<file path="config.mk">
export PLATFORM = sky130hd
export DESIGN_NAME = alu_exception_unit
export DESIGN_NICKNAME = d
export VERILOG_FILES = /design/src/rtl/alu_exc_pkg.sv /design/src/rtl/exc_priority_enc.sv /design/src/rtl/alu_exception_unit.sv
export SDC_FILE = /design/constraint.sdc
export NUM_CORES = 1
export LEC_CHECK = 0
export ABC_CLOCK_PERIOD_IN_PS = 4490
export CAP_MARGIN = 20
export CORE_ASPECT_RATIO = 1.1
export CORE_MARGIN = 5
export CORE_UTILIZATION = 41
export DETAILED_ROUTE_END_ITERATION = 10
export GPL_ROUTABILITY_DRIVEN = 0
export GPL_TIMING_DRIVEN = 0
export PLACE_DENSITY_LB_ADDON = 0.08
export SYNTH_ARGS = -nofsm -noshare
export SYNTH_HDL_FRONTEND = slang
export SYNTH_SLANG_ARGS = --single-unit
export TNS_END_PERCENT = 20
</file>
<file path="constraint.sdc">
create_clock -name clk -period 4.49 [get_ports clk]
set_clock_uncertainty 0.1 [all_clocks]
set_input_delay 1.347 -clock clk [delete_from_list [all_inputs] [get_ports clk]]
set_output_delay 1.347 -clock clk [all_outputs]
set_load 0.005 [all_outputs]
</file>
<file path="src/rtl/alu_exc_pkg.sv">
`default_nettype none
// ============================================================================
// Module  : alu_exc_pkg
// Brief   : Cause codes, FSM state encoding and mask bit indices shared by the
//           ALU exception unit and its priority encoder.
// Revision: 1.0 - initial release
// ============================================================================
package alu_exc_pkg;

    localparam logic [3:0] CAUSE_NONE   = 4'd0;
    localparam logic [3:0] CAUSE_OF     = 4'd1;
    localparam logic [3:0] CAUSE_UF     = 4'd2;
    localparam logic [3:0] CAUSE_DIV    = 4'd3;
    localparam logic [3:0] CAUSE_DFAULT = 4'd4;

    localparam logic [1:0] ST_RUN     = 2'd0;
    localparam logic [1:0] ST_TRAP    = 2'd1;
    localparam logic [1:0] ST_HANDLER = 2'd2;
    localparam logic [1:0] ST_HALT    = 2'd3;

    // Bit positions inside exc_mask, sticky_status and the error vector
    localparam int MASK_OF  = 0;
    localparam int MASK_UF  = 1;
    localparam int MASK_DIV = 2;

endpackage
`default_nettype wire

</file>
<file path="src/rtl/exc_priority_enc.sv">
`default_nettype none
// ============================================================================
// Module  : exc_priority_enc
// Brief   : Maps a 3-bit {DIV,UF,OF} source vector to a cause code, DIV > OF > UF.
// Revision: 1.0 - initial release
// ============================================================================
module exc_priority_enc
    import alu_exc_pkg::*;
(
    input  logic [2:0] src,
    output logic [3:0] cause
);

    always_comb begin
        cause = CAUSE_NONE;
        if (src[MASK_DIV])
            cause = CAUSE_DIV;
        else if (src[MASK_OF])
            cause = CAUSE_OF;
        else if (src[MASK_UF])
            cause = CAUSE_UF;
    end

endmodule
`default_nettype wire

</file>
<file path="src/rtl/alu_exception_unit.sv">
`default_nettype none
// ============================================================================
// Module  : alu_exception_unit
// Brief   : Traps ALU overflow/underflow/divide faults, captures EPC and cause,
//           redirects to the handler and escalates handler faults to halt.
// Revision: 1.0 - initial release
// ============================================================================
module alu_exception_unit
    import alu_exc_pkg::*;
#(
    parameter logic [31:0] HANDLER_ADDR = 32'h0000_0080,
    parameter int          CNT_W        = 8
) (
    input  logic             clk,
    input  logic             reset,
    input  logic             instr_valid,
    input  logic [31:0]      pc_current,
    input  logic [5:0]       alu_op,
    input  logic             error_of,
    input  logic             error_uf,
    input  logic             error_div,
    input  logic [2:0]       exc_mask,
    input  logic             eret,
    input  logic             clear_sticky,
    output logic             write_inhibit,
    output logic             trap_taken,
    output logic [31:0]      handler_pc,
    output logic             in_handler,
    output logic             halted,
    output logic [31:0]      epc,
    output logic [3:0]       cause,
    output logic [5:0]       bad_op,
    output logic [2:0]       sticky_status,
    output logic [CNT_W-1:0] fault_count
);

    logic [1:0]       r_state;
    logic             r_trap_taken;
    logic             r_in_handler;
    logic             r_halted;
    logic [31:0]      r_epc;
    logic [3:0]       r_cause;
    logic [5:0]       r_bad_op;
    logic [2:0]       r_sticky;
    logic [CNT_W-1:0] r_fault_count;

    logic [2:0]       w_err_vec;
    logic [2:0]       w_live;
    logic [3:0]       w_live_cause;

    assign w_err_vec = {error_div, error_uf, error_of} & {3{instr_valid}};
    assign w_live    = w_err_vec & exc_mask;

    exc_priority_enc u_prio (
        .src   (w_live),
        .cause (w_live_cause)
    );

    always_comb begin
        write_inhibit = 1'b0;
        case (r_state)
            ST_RUN:     write_inhibit = |w_live;
            ST_HANDLER: write_inhibit = |w_err_vec;
            default:    write_inhibit = 1'b1;
        endcase
    end

    always_ff @(posedge clk) begin
        if (reset) begin
            r_state       <= ST_RUN;
            r_trap_taken  <= 1'b0;
            r_in_handler  <= 1'b0;
            r_halted      <= 1'b0;
            r_epc         <= 32'd0;
            r_cause       <= CAUSE_NONE;
            r_bad_op      <= 6'd0;
            r_sticky      <= 3'd0;
            r_fault_count <= '0;
        end else begin
            case (r_state)
                ST_RUN: begin
                    r_sticky <= clear_sticky ? w_err_vec : (r_sticky | w_err_vec);
                    if (|w_live) begin
                        r_state      <= ST_TRAP;
                        r_trap_taken <= 1'b1;
                        r_in_handler <= 1'b1;
                        r_epc        <= pc_current;
                        r_bad_op     <= alu_op;
                        r_cause      <= w_live_cause;
                        if (r_fault_count != {CNT_W{1'b1}})
                            r_fault_count <= r_fault_count + 1'b1;
                    end
                end
                ST_TRAP: begin
                    // The committing slot is squashed, so its error flags are not recorded
                    if (clear_sticky)
                        r_sticky <= 3'd0;
                    r_state      <= ST_HANDLER;
                    r_trap_taken <= 1'b0;
                end
                ST_HANDLER: begin
                    r_sticky <= clear_sticky ? w_err_vec : (r_sticky | w_err_vec);
                    if (|w_err_vec) begin
                        r_state  <= ST_HALT;
                        r_halted <= 1'b1;
                        r_cause  <= CAUSE_DFAULT;
                    end else if (eret) begin
                        r_state      <= ST_RUN;
                        r_in_handler <= 1'b0;
                    end
                end
                default: begin
                    r_state <= ST_HALT;
                end
            endcase
        end
    end

    assign trap_taken    = r_trap_taken;
    assign in_handler    = r_in_handler;
    assign halted        = r_halted;
    assign handler_pc    = HANDLER_ADDR;
    assign epc           = r_epc;
    assign cause         = r_cause;
    assign bad_op        = r_bad_op;
    assign sticky_status = r_sticky;
    assign fault_count   = r_fault_count;

endmodule
`default_nettype wire

</file>
Word-level counts from Yosys, hierarchy flattened
Cells that the tools add are included.
{"block": "totals", "reg_bits": 58, "output_inout_bits": 89, "in_bits": 49}
{"block": "classes", "n_bitwise": 3, "reduce_logical": 15, "mux": 19, "n_addsub": 1, "eq_ne": 9}
{"cell": "$mux W4", "count": 4}
{"cell": "$ne A2 B2 Y1 const B", "count": 5}
{"cell": "$reduce_and A2 Y1", "count": 5}
{"cell": "$add A8 B1 Y8 const B", "count": 1}
{"cell": "$mux W2", "count": 4}
{"cell": "$ne A8 B8 Y1 const B", "count": 1}
{"cell": "$pmux W4 S2", "count": 1}
{"cell": "$and A3 B3 Y3", "count": 2}
{"cell": "$mux W3", "count": 2}
{"cell": "$pmux W1 S2", "count": 3}
{"cell": "$pmux W2 S3", "count": 1}
{"cell": "$pmux W3 S2", "count": 1}
{"cell": "$reduce_and A3 Y1", "count": 2}
{"cell": "$reduce_bool A2 Y1", "count": 3}
{"cell": "$reduce_or A3 Y1", "count": 2}
{"cell": "$reduce_and A4 Y1", "count": 1}
{"cell": "$mux W1", "count": 3}
{"cell": "$ne A3 B3 Y1 const B", "count": 1}
{"cell": "$or A3 B3 Y3", "count": 1}
{"cell": "$eq A2 B1 Y1 const B", "count": 1}
{"cell": "$eq A2 B2 Y1 const B", "count": 1}
{"cell": "$logic_not A2 Y1", "count": 1}
{"cell": "$reduce_or A2 Y1", "count": 1}

Logic depth before layout (Yosys ltp)
Gate-level depths: netlist of run 1.
{"block": "logic_depth", "depth_word": 7, "mapped_depth": 6, "ltp_nobuf": 5}

Cells and area by module
From an unflattened synthesis of run 1, not the netlist that was laid out.
{"block": "hier_totals", "cells_unflattened": 310, "area_unflattened_um2": 2451.1}
{"module": "alu_exception_unit", "area_per_inst_um2": 2414.8, "instances": 1, "cells_each": 304}
{"module": "exc_priority_enc", "area_per_inst_um2": 36.3, "instances": 1, "cells_each": 6}

Worst setup path after synthesis of run 1
Ideal clock, no wire load.
{"block": "synth_path", "kind": "input-to-output", "start": "in exc_mask[2]", "end": "out write_inhibit", "path_slack_ns": 0.814, "arrival_ns": 2.229, "required_time_ns": 3.043, "path_stages": 5, "path_buffers": 2, "path_cell_list": "a222oi_1 > nand2b_2 > buf_6 > buf_2 > nand2_1"}
{"block": "synth_between", "elab_chain_len": 3}
{"element": "start, declared", "line": "alu_exception_unit.sv:22", "text": "input logic [2:0] exc_mask,"}
{"element": "$and A3 B3 Y3", "line": "alu_exception_unit.sv:52", "text": "assign w_live = w_err_vec & exc_mask;"}
{"element": "$reduce_or A3 Y1", "line": "alu_exception_unit.sv:62", "text": "ST_RUN: write_inhibit = |w_live;"}
{"element": "$pmux W1 S2", "line": "alu_exception_unit.sv:61", "text": "case (r_state)"}
{"element": "end, declared", "line": "alu_exception_unit.sv:25", "text": "output logic write_inhibit,"}
Every way passes these cells.

Worst setup path after layout of run 1
Ends and elaborated chain as after synthesis.

==> impl_metrics.toml, run 1 <==
[status]
status = "finished clean"

[synthesis]
synth_seq_cells = 57
synthFlopType = "dfxtp_1"
ys_types = 35
syn_area_per_cell_sq_um = 8.07
synthTopCellsByCount = "nand2_1 (87), dfxtp_1 (57), a21oi_1 (49), buf_4 (33), nor2_1 (10)"
syn-cell-area_sq_um = 2420
yosysWarnings = 0
synth_top_area_cell = "dfxtp_1"
synth.top_cell.area_share = 0.472
seq_area_frac_synth = 0.472
yosysMostFrequentCell = "nand2_1"
netlist_instances = 300
synth-async-reset-ratio = 0
synth.area.top_cells = "dfxtp_1 (47%), nand2_1 (13%), buf_4 (10%)"
synth_edf_count = 0

[floorplan]
die_area_sq_um = 7540
io_pins = 138
start_util = 0.419
num_rows = 29
die_h_um = 90.6
die_w_um = 83.3
core_sq_um = 5770

[setup_path]
slowest_delay_ns = 0.45
start_kind = "input port"
path_cells = "clkdlybuf4s50_1, a222oi_1, nand2b_4, buf_12, nand2_1, dlymetal6s2s_1"
critPathTopFamily = "buffers and inverters"
critical_path_required_ns = 3.04
path_buf_inv = 3
path_max_fanout = 3
r2r_cells = 7
worstPathArrival_ns = 2.73
reg2reg_from = "r_state[1]$_SDFFE_PP0P_"
r2r_end = "fault_count[7]$_SDFFE_PP0P_"
crit_slowest_cell = "clkdlybuf4s50_1"
end_kind = "output port"
r2r_setup_slack_ns = 2.45
crit_type = "input port to output port"

[timing]
hold_violations = 0
fin_ws_ns = 0.314
slew_viol_final = 0
max_clock_freq_mhz = 239
fin_crit_sh = 0.930
grt_setup_unrepaired = "no"
setup_violations = 0
post-route-min-period_ns = 4.18

[power]
power_mw = 1.35
max-vdd-ir-drop_uv = 216
power_density_nw_per_um2 = 342
leakagePower_nw = 1.58

[drt]
vias = 2414
first_pass_iters = 4
wl_per_cell_um = 12.5
drt.antenna.violating_nets = 0
drc = 0
wl_um = 6660
drt_iter0_drc = 88
via_per_inst = 4.55

[clocking]
cts.path.max_buffers = 2
clock_sinks = 57
htree_levels = 3
cts-root-buf = "clkbuf_8"
clk_latency_ns = 0.33
cts_tree = "built"
numCtsBuffers = 9
clk_pin_slew_worst_paths_ns = 0.07
cts_hold_buf = 0

[cells_and_area]
fin_nets = 499
antenna_cells = 0
syn2layout_area_growth_pct = 63.3
drive_gt1_frac = 0.139
instances_no_fill = 531
final_util = 0.685

[hold_path]
hp-start = "epc[21]$_SDFFE_PP0P_"
min_to = "epc[21]$_SDFFE_PP0P_"
min_path_type = "flop to flop"
whs_path_depth = 2

[global_route]
globalRouteOverflowTotal = 0
grt_max_degree = 19
antenna_found_initial = 0
grt_use_total = 0.181
grt_pass1_vias = 2297
grt_pass1_wl_um = 11000

[place]
pre_cts_slack_ns = -0.301
dp_cells = 512
hpwlAfterDp_um = 4930
io_buffers = 104

[job]
maxCapViolCount = 0
## what timing repair did
action / CTS / global route
setup buffers: 3 / 1
endpoints found under the setup margin: 1 / 1
gates resized for setup: 5 / 1
pin swaps: 1 / 1
## worst register-to-register path, stage by stage (launching register included)
cell	delay, ns
dfxtp_1	0.40
nor3b_4	0.35
nand2b_4	0.10
buf_12	0.13
buf_4	0.19
buf_2	0.21
o41ai_1	0.35
a21oi_1	0.10
## layer usage
layer / vias up / global-route usage / part of all wire
met1: 1082 / 0.206 / 0.42
met3: 9 / 0.0712 / 0.094
met2: 86 / 0.297 / 0.47
li1: 1237 / - / -
met4: 0 / 0.0831 / 0.016
met5: - / 0 / 0
## report_power, final
part           internal (mW)  switching, mW
clock network          0.358          0.208
registers              0.535         0.0182
logic                  0.138         0.0942
total                   1.03          0.320
## layout by cell type (no fill, tap or decap), types with 9 or more instances in the layout
master             n
nand2_1           87
buf_4             37
clkbuf_8          12
a21oi_1           49
nor2_1            10
clkbuf_1           9
conb_1            33
clkdlybuf4s50_1  101
dfxtp_1           57
## worst max path at each step
stage / slack [ns] / cells after the start / endpoint / from
after floorplan: 0.81 / 5 / write_inhibit / exc_mask[2]
after global placement: -0.33 / 7 / write_inhibit / error_div
after detailed placement: -0.30 / 7 / write_inhibit / error_div
after CTS: 0.06 / 6 / write_inhibit / exc_mask[2]
after global routing: 0.20 / 6 / write_inhibit / exc_mask[2]
final: 0.31 / 6 / write_inhibit / exc_mask[2]
## stage by stage
| step | area [sq um] | TNS [ns] | hold slack, ns |
|---|---|---|---|
| final | 3950 | 0 | 0.353 |
| after global routing | 3950 | 0 | 0.378 |
| after global placement | 3670 | -0.326 | 0.333 |
| after floorplan | 2540 | 0 | 0.342 |
| after CTS | 3940 | 0 | 0.355 |
| after detailed placement | 3670 | -0.301 | 0.342 |
## sequential cells by signal, summed over array words and instances, names as in the netlist
| register | cells |
|---|---|
| epc | 32 |
| fault_count | 8 |
| cause | 3 |
| r_state | 2 |
| in_handler | 1 |
| sticky_status | 3 |
| trap_taken | 1 |
| halted | 1 |
| bad_op | 6 |
## logic make-up (layout without fill, tap and decap cells)
logic type               after synthesis  count (layout)  share of synthesized area
AO/OA/AOI/OAI                         68              68                      0.161
adder cells (fa/ha/maj)                1               1                    0.00517
buffers and inverters                 51             174                      0.137
flip-flops                            57              57                      0.472
multiplexers                           1               1                    0.00465
other                                  2              33                    0.00310
AND/OR/NAND/NOR                      120             120                      0.218
## area by class of cell
cell class                      count  area [sq um]
Clock inverter                      4          73.8
Timing Repair Buffer              108          1070
Multi-Input combinational cell    223          1070
Clock buffer                       12           165
Buffer                             48           327
Fill cell                         481          1820
Sequential cell                    57          1140
Inverter                            2          7.51
Tap cell                           77          96.3
(Power assumes the default switching activity.)
==> inputs of run 2 (changes only) <==
Settings changed: PLACE_DENSITY from default to 0.85, PLACE_DENSITY_LB_ADDON 0.08 to default, SLEW_MARGIN from default to 20.
==> run 2 against run 1 <==
Net effect: critical path depth did not move; critical path type unchanged; wire length rose by 3.8%; first-iteration DRC count shrank 1.1%.
==> impl_metrics.toml, run 2 (synthesis results as in run 1) <==
[global_route]
grt_max_degree = 20
globalRouteOverflowTotal = 0
grt_use_total = 0.186
grt_pass1_wl_um = 11400
antenna_found_initial = 0
grt_pass1_vias = 2350

[setup_path]
r2r_cells = 6
crit_slowest_cell = "clkdlybuf4s50_1"
startpoint = "exc_mask[1]"
endpoint = "write_inhibit"
r2r_setup_slack_ns = 2.54
path_buf_inv = 3
start_kind = "input port"
reg2reg_from = "r_state[1]$_SDFFE_PP0P_"
end_kind = "output port"
critical_path_required_ns = 3.04
path_max_fanout = 19
r2r_end = "fault_count[3]$_SDFFE_PP0P_"
critPathTopFamily = "buffers and inverters"
slowest_delay_ns = 0.45
crit_type = "input port to output port"
path_cells = "clkdlybuf4s50_1, a222oi_1, nand2b_4, buf_12, nand2_1, dlygate4sd2_1"
worstPathArrival_ns = 2.93
crit_cells = 6

[drt]
vias = 2459
first_pass_iters = 5
drc = 0
drt.antenna.violating_nets = 0
wl_per_cell_um = 13.0
wl_um = 6910
via_per_inst = 4.64
drt_iter0_drc = 87

[floorplan]
io_pins = 138
start_util = 0.419
die_w_um = 83.3
core_sq_um = 5770
die_h_um = 90.6
num_rows = 29
die_area_sq_um = 7540

[clocking]
clock_sinks = 57
cts.path.max_buffers = 2
htree_levels = 3
clk_pin_slew_worst_paths_ns = 0.06
numCtsBuffers = 9
clk_latency_ns = 0.32
cts_hold_buf = 0
cts_tree = "built"
cts-root-buf = "clkbuf_8"

[place]
hpwlAfterDp_um = 5260
pre_cts_slack_ns = -0.386
dp_cells = 512
io_buffers = 104

[timing]
grt_setup_unrepaired = "no"
max_clock_freq_mhz = 229
setup_violations = 0
fin_crit_sh = 0.974
holdWs_ns = 0.350
fin_ws_ns = 0.115
slew_viol_final = 0
post-route-min-period_ns = 4.37
hold_violations = 0

[hold_path]
min_path_type = "flop to flop"

[power]
leakagePower_nw = 1.57
max-vdd-ir-drop_uv = 231
power_density_nw_per_um2 = 334

[cells_and_area]
instances_no_fill = 530
fin_nets = 498
antenna_cells = 0
syn2layout_area_growth_pct = 62.2
final_cell_mix = "clkdlybuf4s50_1 (100), nand2_1 (87), dfxtp_1 (57)"
final_common_cell = "clkdlybuf4s50_1"
largest_reg_flops = 32
drive_gt1_frac = 0.135

[job]
maxCapViolCount = 0

[status]
status = "finished clean"
## run 2: per-layer routing
metal	global-route usage	vias to the layer above	wire [um]
met2	0.321	111	3440
met1	0.206	1093	2730
met3	0.0602	14	575
li1	-	1241	-
met5	0	-	0
met4	0.0858	0	161
## run 2: final cells by class
| class | count | area, sq um |
|---|---|---|
| Clock inverter | 5 | 78.8 |
| Sequential cell | 57 | 1140 |
| Tap cell | 77 | 96.3 |
| Inverter | 2 | 7.51 |
| Buffer | 48 | 327 |
| Fill cell | 475 | 1850 |
| Multi-Input combinational cell | 223 | 1070 |
| Clock buffer | 11 | 141 |
| Timing Repair Buffer | 107 | 1060 |
## run 2: worst register-to-register path: stages, from the launching register on
cell and delay [ns]:
dfxtp_1 0.40, nor3b_4 0.35, nand2b_4 0.09, buf_4 0.14, buf_4 0.12, or4_1 0.50, a21oi_1 0.18
## run 2: repair_timing
item                                    in CTS  in global routing
endpoints found under the setup margin       1                  1
resized for setup                            6                  1
pin swaps                                    1                  1
buffers inserted                             2                  1
hold endpoints to repair                     0                  0
## run 2: power breakdown
group	total, mW	leakage, nW	internal [mW]	switching, mW
Sequential	0.554	0.465	0.535	0.0187
Combinational	0.231	0.988	0.137	0.0946
Clock	0.527	0.113	0.327	0.200
## run 2: worst min path at each step
stage	from	end	cells after the start	slack (ns)
6_report	halted$_SDFFE_PP0P_	halted$_SDFFE_PP0P_	2	0.35
5_1_grt	epc[3]$_SDFFE_PP0P_	epc[3]$_SDFFE_PP0P_	2	0.37
4_1_cts	halted$_SDFFE_PP0P_	halted$_SDFFE_PP0P_	2	0.35
3_5_place_dp	halted$_SDFFE_PP0P_	halted$_SDFFE_PP0P_	2	0.34
3_3_place_gp	halted$_SDFFE_PP0P_	halted$_SDFFE_PP0P_	2	0.33
2_1_floorplan	halted$_SDFFE_PP0P_	halted$_SDFFE_PP0P_	2	0.34
## run 2: metrics by stage
stage / total power, mW / instance area (sq um) / setup TNS [ns] / util
6_report: 1.31 / 3920 / 0 / 0.680
5_1_grt: 1.38 / 3920 / 0 / 0.680
4_1_cts: 1.33 / 3910 / 0 / 0.678
3_5_place_dp: 0.792 / 3670 / -0.386 / 0.637
3_3_place_gp: 0.786 / 3670 / -0.323 / 0.637
2_1_floorplan: 0.666 / 2540 / 0 / -
==> inputs of run 3 (changes only) <==
Settings changed: ABC_CLOCK_PERIOD_IN_PS 4490 to 4600, CORE_ASPECT_RATIO 1.1 to default, CORE_UTILIZATION 41 to 38, PLACE_DENSITY 0.85 to 0.8.
Clock period 4.49 ns to 4.6 ns, I/O delays scaled along.
==> run 3 against run 2 <==
Net effect: power fell by 7.3%; clock power fell by 14%; largest cell class unchanged; register-to-register slack improved by 0.12 ns; critical path type unchanged.
==> impl_metrics.toml, run 3 (synthesis results as in run 1) <==
[setup_path]
reg2reg_from = "r_state[1]$_SDFFE_PP0P_"
end_kind = "output port"
path_max_fanout = 19
r2r_cells = 5
critPathTopFamily = "buffers and inverters"
r2r_setup_slack_ns = 2.66
critical_path_required_ns = 3.12
crit_type = "input port to output port"
start_kind = "input port"
slowest_delay_ns = 0.46
crit_slowest_cell = "clkdlybuf4s50_1"
r2r_end = "epc[10]$_SDFFE_PP0P_"
path_buf_inv = 3
worstPathArrival_ns = 2.93
path_cells = "clkdlybuf4s50_1, a222oi_1, nand2b_4, buf_12, nand2_1, dlygate4sd2_1"

[status]
status = "finished clean"

[timing]
holdWs_ns = 0.347
slew_viol_final = 0
grt_setup_unrepaired = "no"
setup_tns_ns = 0
max_clock_freq_mhz = 227
fin_ws_ns = 0.189
hold_violations = 0
fin_crit_sh = 0.959
setup_violations = 0
post-route-min-period_ns = 4.41

[global_route]
grt_max_degree = 20
antenna_found_initial = 0
grt_use_total = 0.167
grt_pass1_vias = 2367
grt_pass1_wl_um = 11200
globalRouteOverflowTotal = 0

[floorplan]
start_util = 0.385
core_sq_um = 6280
die_area_sq_um = 8060
io_pins = 138
num_rows = 29
die_h_um = 89.8
die_w_um = 89.8

[hold_path]
hp-start = "halted$_SDFFE_PP0P_"
min_path_type = "flop to flop"
min_to = "halted$_SDFFE_PP0P_"
whs_path_depth = 2

[cells_and_area]
final_util = 0.618
drive_gt1_frac = 0.133
antenna_cells = 0
fill_cells = 580
syn2layout_area_growth_pct = 60.4
final_cell_mix = "clkdlybuf4s50_1 (101), nand2_1 (87), dfxtp_1 (57)"
largest_reg_flops = 32
fin_nets = 496
final_common_cell = "clkdlybuf4s50_1"

[drt]
vias = 2417
via_per_inst = 4.58
drc = 0
wl_um = 6760
wl_per_cell_um = 12.8
drt_iter0_drc = 47
drt.antenna.violating_nets = 0
first_pass_iters = 4

[clocking]
cts-root-buf = "clkbuf_8"
htree_levels = 3
cts.path.max_buffers = 2
cts_tree = "built"
numCtsBuffers = 9
clk_pin_slew_worst_paths_ns = 0.06
clk_latency_ns = 0.32
clock_sinks = 57

[power]
leakagePower_nw = 1.54
power_density_nw_per_um2 = 313
max-vdd-ir-drop_uv = 198
power_mw = 1.22

[place]
io_buffers = 104
pre_cts_slack_ns = -0.253
hpwlAfterDp_um = 5220

[job]
maxCapViolCount = 0
## run 3: changes by cell type in the layout (fill, tap and decap cells not counted)
cell	previous run	this run
buf_4	36	34
bufinv_16	2	1
clkinv_2	2	4
clkinvlp_4	0	1
clkinv_4	1	0
dlymetal6s2s_1	1	0
clkdlybuf4s50_1	100	101
clkbuf_1	10	9
## run 3: repair_timing
action	CTS	global route
gates resized for setup	6	0
hold buffers	0	0
endpoints found under the setup margin	1	0
setup buffers	1	0
## run 3: area by class of cell
type	instances	area, sq um	share of cell area
Sequential cell	57	1140	0.294
Multi-Input combinational cell	223	1070	0.276
Timing Repair Buffer	105	1040	0.269
Buffer	48	327	0.0841
Clock buffer	10	138	0.0355
Tap cell	77	96.3	0.0248
Clock inverter	6	57.6	0.0148
Inverter	2	7.51	0.00193
## run 3: power breakdown
part           internal [mW]  total (mW)  switching (mW)
logic                  0.132       0.225          0.0929
registers              0.522       0.539          0.0170
clock network          0.261       0.452           0.192
## run 3: how the worst max path moves through the flow
stage	start	end	cells after the start
3_3_place_gp	error_div	write_inhibit	7
2_1_floorplan	exc_mask[2]	write_inhibit	5
5_1_grt	exc_mask[2]	write_inhibit	6
6_report	exc_mask[2]	write_inhibit	6
4_1_cts	exc_mask[2]	write_inhibit	6
3_5_place_dp	error_div	write_inhibit	7
## run 3: per-stage QoR
stage / area (sq um) / instances
after floorplan: 2540 / 331
after global placement: 3670 / 512
after detailed placement: 3670 / 512
after CTS: 3880 / 528
after global routing: 3880 / 528
final: 3880 / 528
## run 3: layer usage
metal	track usage	vias to the layer above	part of all wire
li1	-	1233	-
met1	0.182	1080	0.41
met2	0.282	96	0.48
met3	0.0718	8	0.099
met4	0.0655	0	0.011
met5	0	-	0
## run 3: worst min-delay path: stages (launching register included)
cell     delay (ns)
dfxtp_1        0.31
inv_1          0.05
a21oi_1        0.05
==> variant: new RTL, settings of run 3 <==
Set the parameter `CNT_W` to 10 (it was 8).
--- a/src/rtl/alu_exception_unit.sv
+++ b/src/rtl/alu_exception_unit.sv
@@ -9,7 +9,7 @@
     import alu_exc_pkg::*;
 #(
     parameter logic [31:0] HANDLER_ADDR = 32'h0000_0080,
-    parameter int          CNT_W        = 8
+    parameter int          CNT_W        = 10
 ) (
     input  logic             clk,
     input  logic             reset,
Ports: changed (resized fault_count); port bits go from 138 to 140. The function was not compared with the original's and may differ.
==> variant against run 3 <==
  * Power fell by 2.0%
  * Count of clock-buffer cells in the layout grew 1
  * Sequential share of layout area rose by 0.24 points
  * Clock power is 11% lower
  * Critical path type unchanged
  * Sequential cell count increased by 2
  * Synthesized area rose by 4.8%
  * Final area up 2.7%
  * Largest power group unchanged
  * Wire length grew 7.6%
  * Setup slack gained 0.00074 ns
==> variant: results (changes against run 3) <==
<table>
<tr><th>Metric</th><th>Value</th></tr>
<tr><th colspan="2">Setup path</th></tr>
<tr><td>Worst Path Max Fanout</td><td>10 (-9)</td></tr>
<tr><td>Worst setup path start</td><td>instr_valid</td></tr>
<tr><td>Slack of the worst reg-to-reg path</td><td>2.35 ns (-0.31 ns)</td></tr>
<tr><td>Terminus of the critical flop-to-flop path</td><td>epc[31]$_SDFFE_PP0P_</td></tr>
<tr><th colspan="2">Synth</th></tr>
<tr><td>Number of distinct library cells after synthesis</td><td>40 (+14%)</td></tr>
<tr><td>Compound-cell area share of the yosys netlist</td><td>16.7% (+0.60 points)</td></tr>
<tr><td>XOR/XNOR share of the synthesized area</td><td>0.346% (+0.35 points)</td></tr>
<tr><td>Fraction of synthesized area in multiplexers</td><td>0.395% (-0.070 points)</td></tr>
<tr><td>Synthesis-stage register bit count</td><td>59 (+3.5%)</td></tr>
<tr><td>Most instantiated cells after synthesis</td><td>89 x sky130_fd_sc_hd__nand2_1, 59 x sky130_fd_sc_hd__dfxtp_1, 53 x sky130_fd_sc_hd__a21oi_1, 36 x sky130_fd_sc_hd__buf_4, 10 x sky130_fd_sc_hd__nor2_1</td></tr>
<tr><th colspan="2">Cells and area</th></tr>
<tr><td>Multi-input logic cell count</td><td>235 (+5.4%)</td></tr>
<tr><td>Footprint of the multi-input gates</td><td>1110 um^2 (+3.9%)</td></tr>
<tr><td>Layout cell share with drive strength beyond 1</td><td>12.7% (-0.56 points)</td></tr>
<tr><td>Count of fill cells added during filler insertion</td><td>567 (-2.2%)</td></tr>
<tr><td>Number of inverters outside the clock class in the layout</td><td>6 (+4)</td></tr>
<tr><td>Net count, final</td><td>518 (+4.4%)</td></tr>
<tr><td>Number of signal-net buffers in the layout</td><td>157 (+2.6%)</td></tr>
<tr><td>Clk cell area share</td><td>4.18% (-0.85 points)</td></tr>
<tr><td>Area used by sequential logic in the layout</td><td>1180 um^2 (+3.5%)</td></tr>
<tr><th colspan="2">GRT</th></tr>
<tr><td>Vias in the first global route</td><td>2465 (+4.1%)</td></tr>
<tr><td>Maximum number of pins on one net before global-route repair</td><td>12 (-40%)</td></tr>
<tr><td>Total Routing Usage GR</td><td>16.9% (+0.26 points)</td></tr>
<tr><th colspan="2">Drt</th></tr>
<tr><td>Vias</td><td>2574 (+6.5%)</td></tr>
<tr><td>Iteration-0 DRC Markers</td><td>65 (+38%)</td></tr>
<tr><td>DR pass1 iterations</td><td>5 (+1)</td></tr>
<tr><th colspan="2">STA</th></tr>
<tr><td>Final worst path period share</td><td>95.9% (about the same)</td></tr>
<tr><th colspan="2">Status</th></tr>
<tr><td>Result of the run</td><td>finished clean</td></tr>
<tr><th colspan="2">Placement</th></tr>
<tr><td>Placed Instances</td><td>532 (+3.9%)</td></tr>
<tr><td>Post-DP HPWL</td><td>5530 um (+6.0%)</td></tr>
<tr><td>Placed inst area</td><td>3800 um^2 (+3.4%)</td></tr>
<tr><th colspan="2">Power and ir drop</th></tr>
<tr><td>Maximum ir drop on the vdd rail</td><td>0.194 mV (-2.2%)</td></tr>
</table>
==> variant: cell count changes in the layout (fill, tap and decap cells not counted), sizes merged, moves of 3 or more <==
cell and delta:
a21oi +4, inv +4, a211oi +3, buf +3, clkdlybuf4s50 +3, nor3b -3
nor4 +3, or4 -3
==> variant: per-layer routing <==
layer | GRT usage [%] | vias up | wire length [um]
met2 | 27.0 | 111 | 3320
met3 | 7.28 | 11 | 837
met5 | 0 | - | 0
met1 | 19.9 | 1151 | 3000
met4 | 7.16 | 0 | 116
li1 | - | 1301 | -
==> variant: power groups by stage <==
stage / combinational (mW) / clock [mW] / sequential [mW]
finish: 0.233 / 0.403 / 0.557
global route: 0.256 / 0.438 / 0.561
CTS: 0.233 / 0.412 / 0.557
detailed placement: 0.228 / 0 / 0.568
global placement: 0.226 / 0 / 0.567
floorplan: 0.103 / 0 / 0.569
==> variant: repair_timing <==
action / in CTS / in global routing
hold buffers: 0 / 0
resized for setup: 2 / 0
setup endpoints to repair: 1 / 0
buffers inserted: 3 / 0
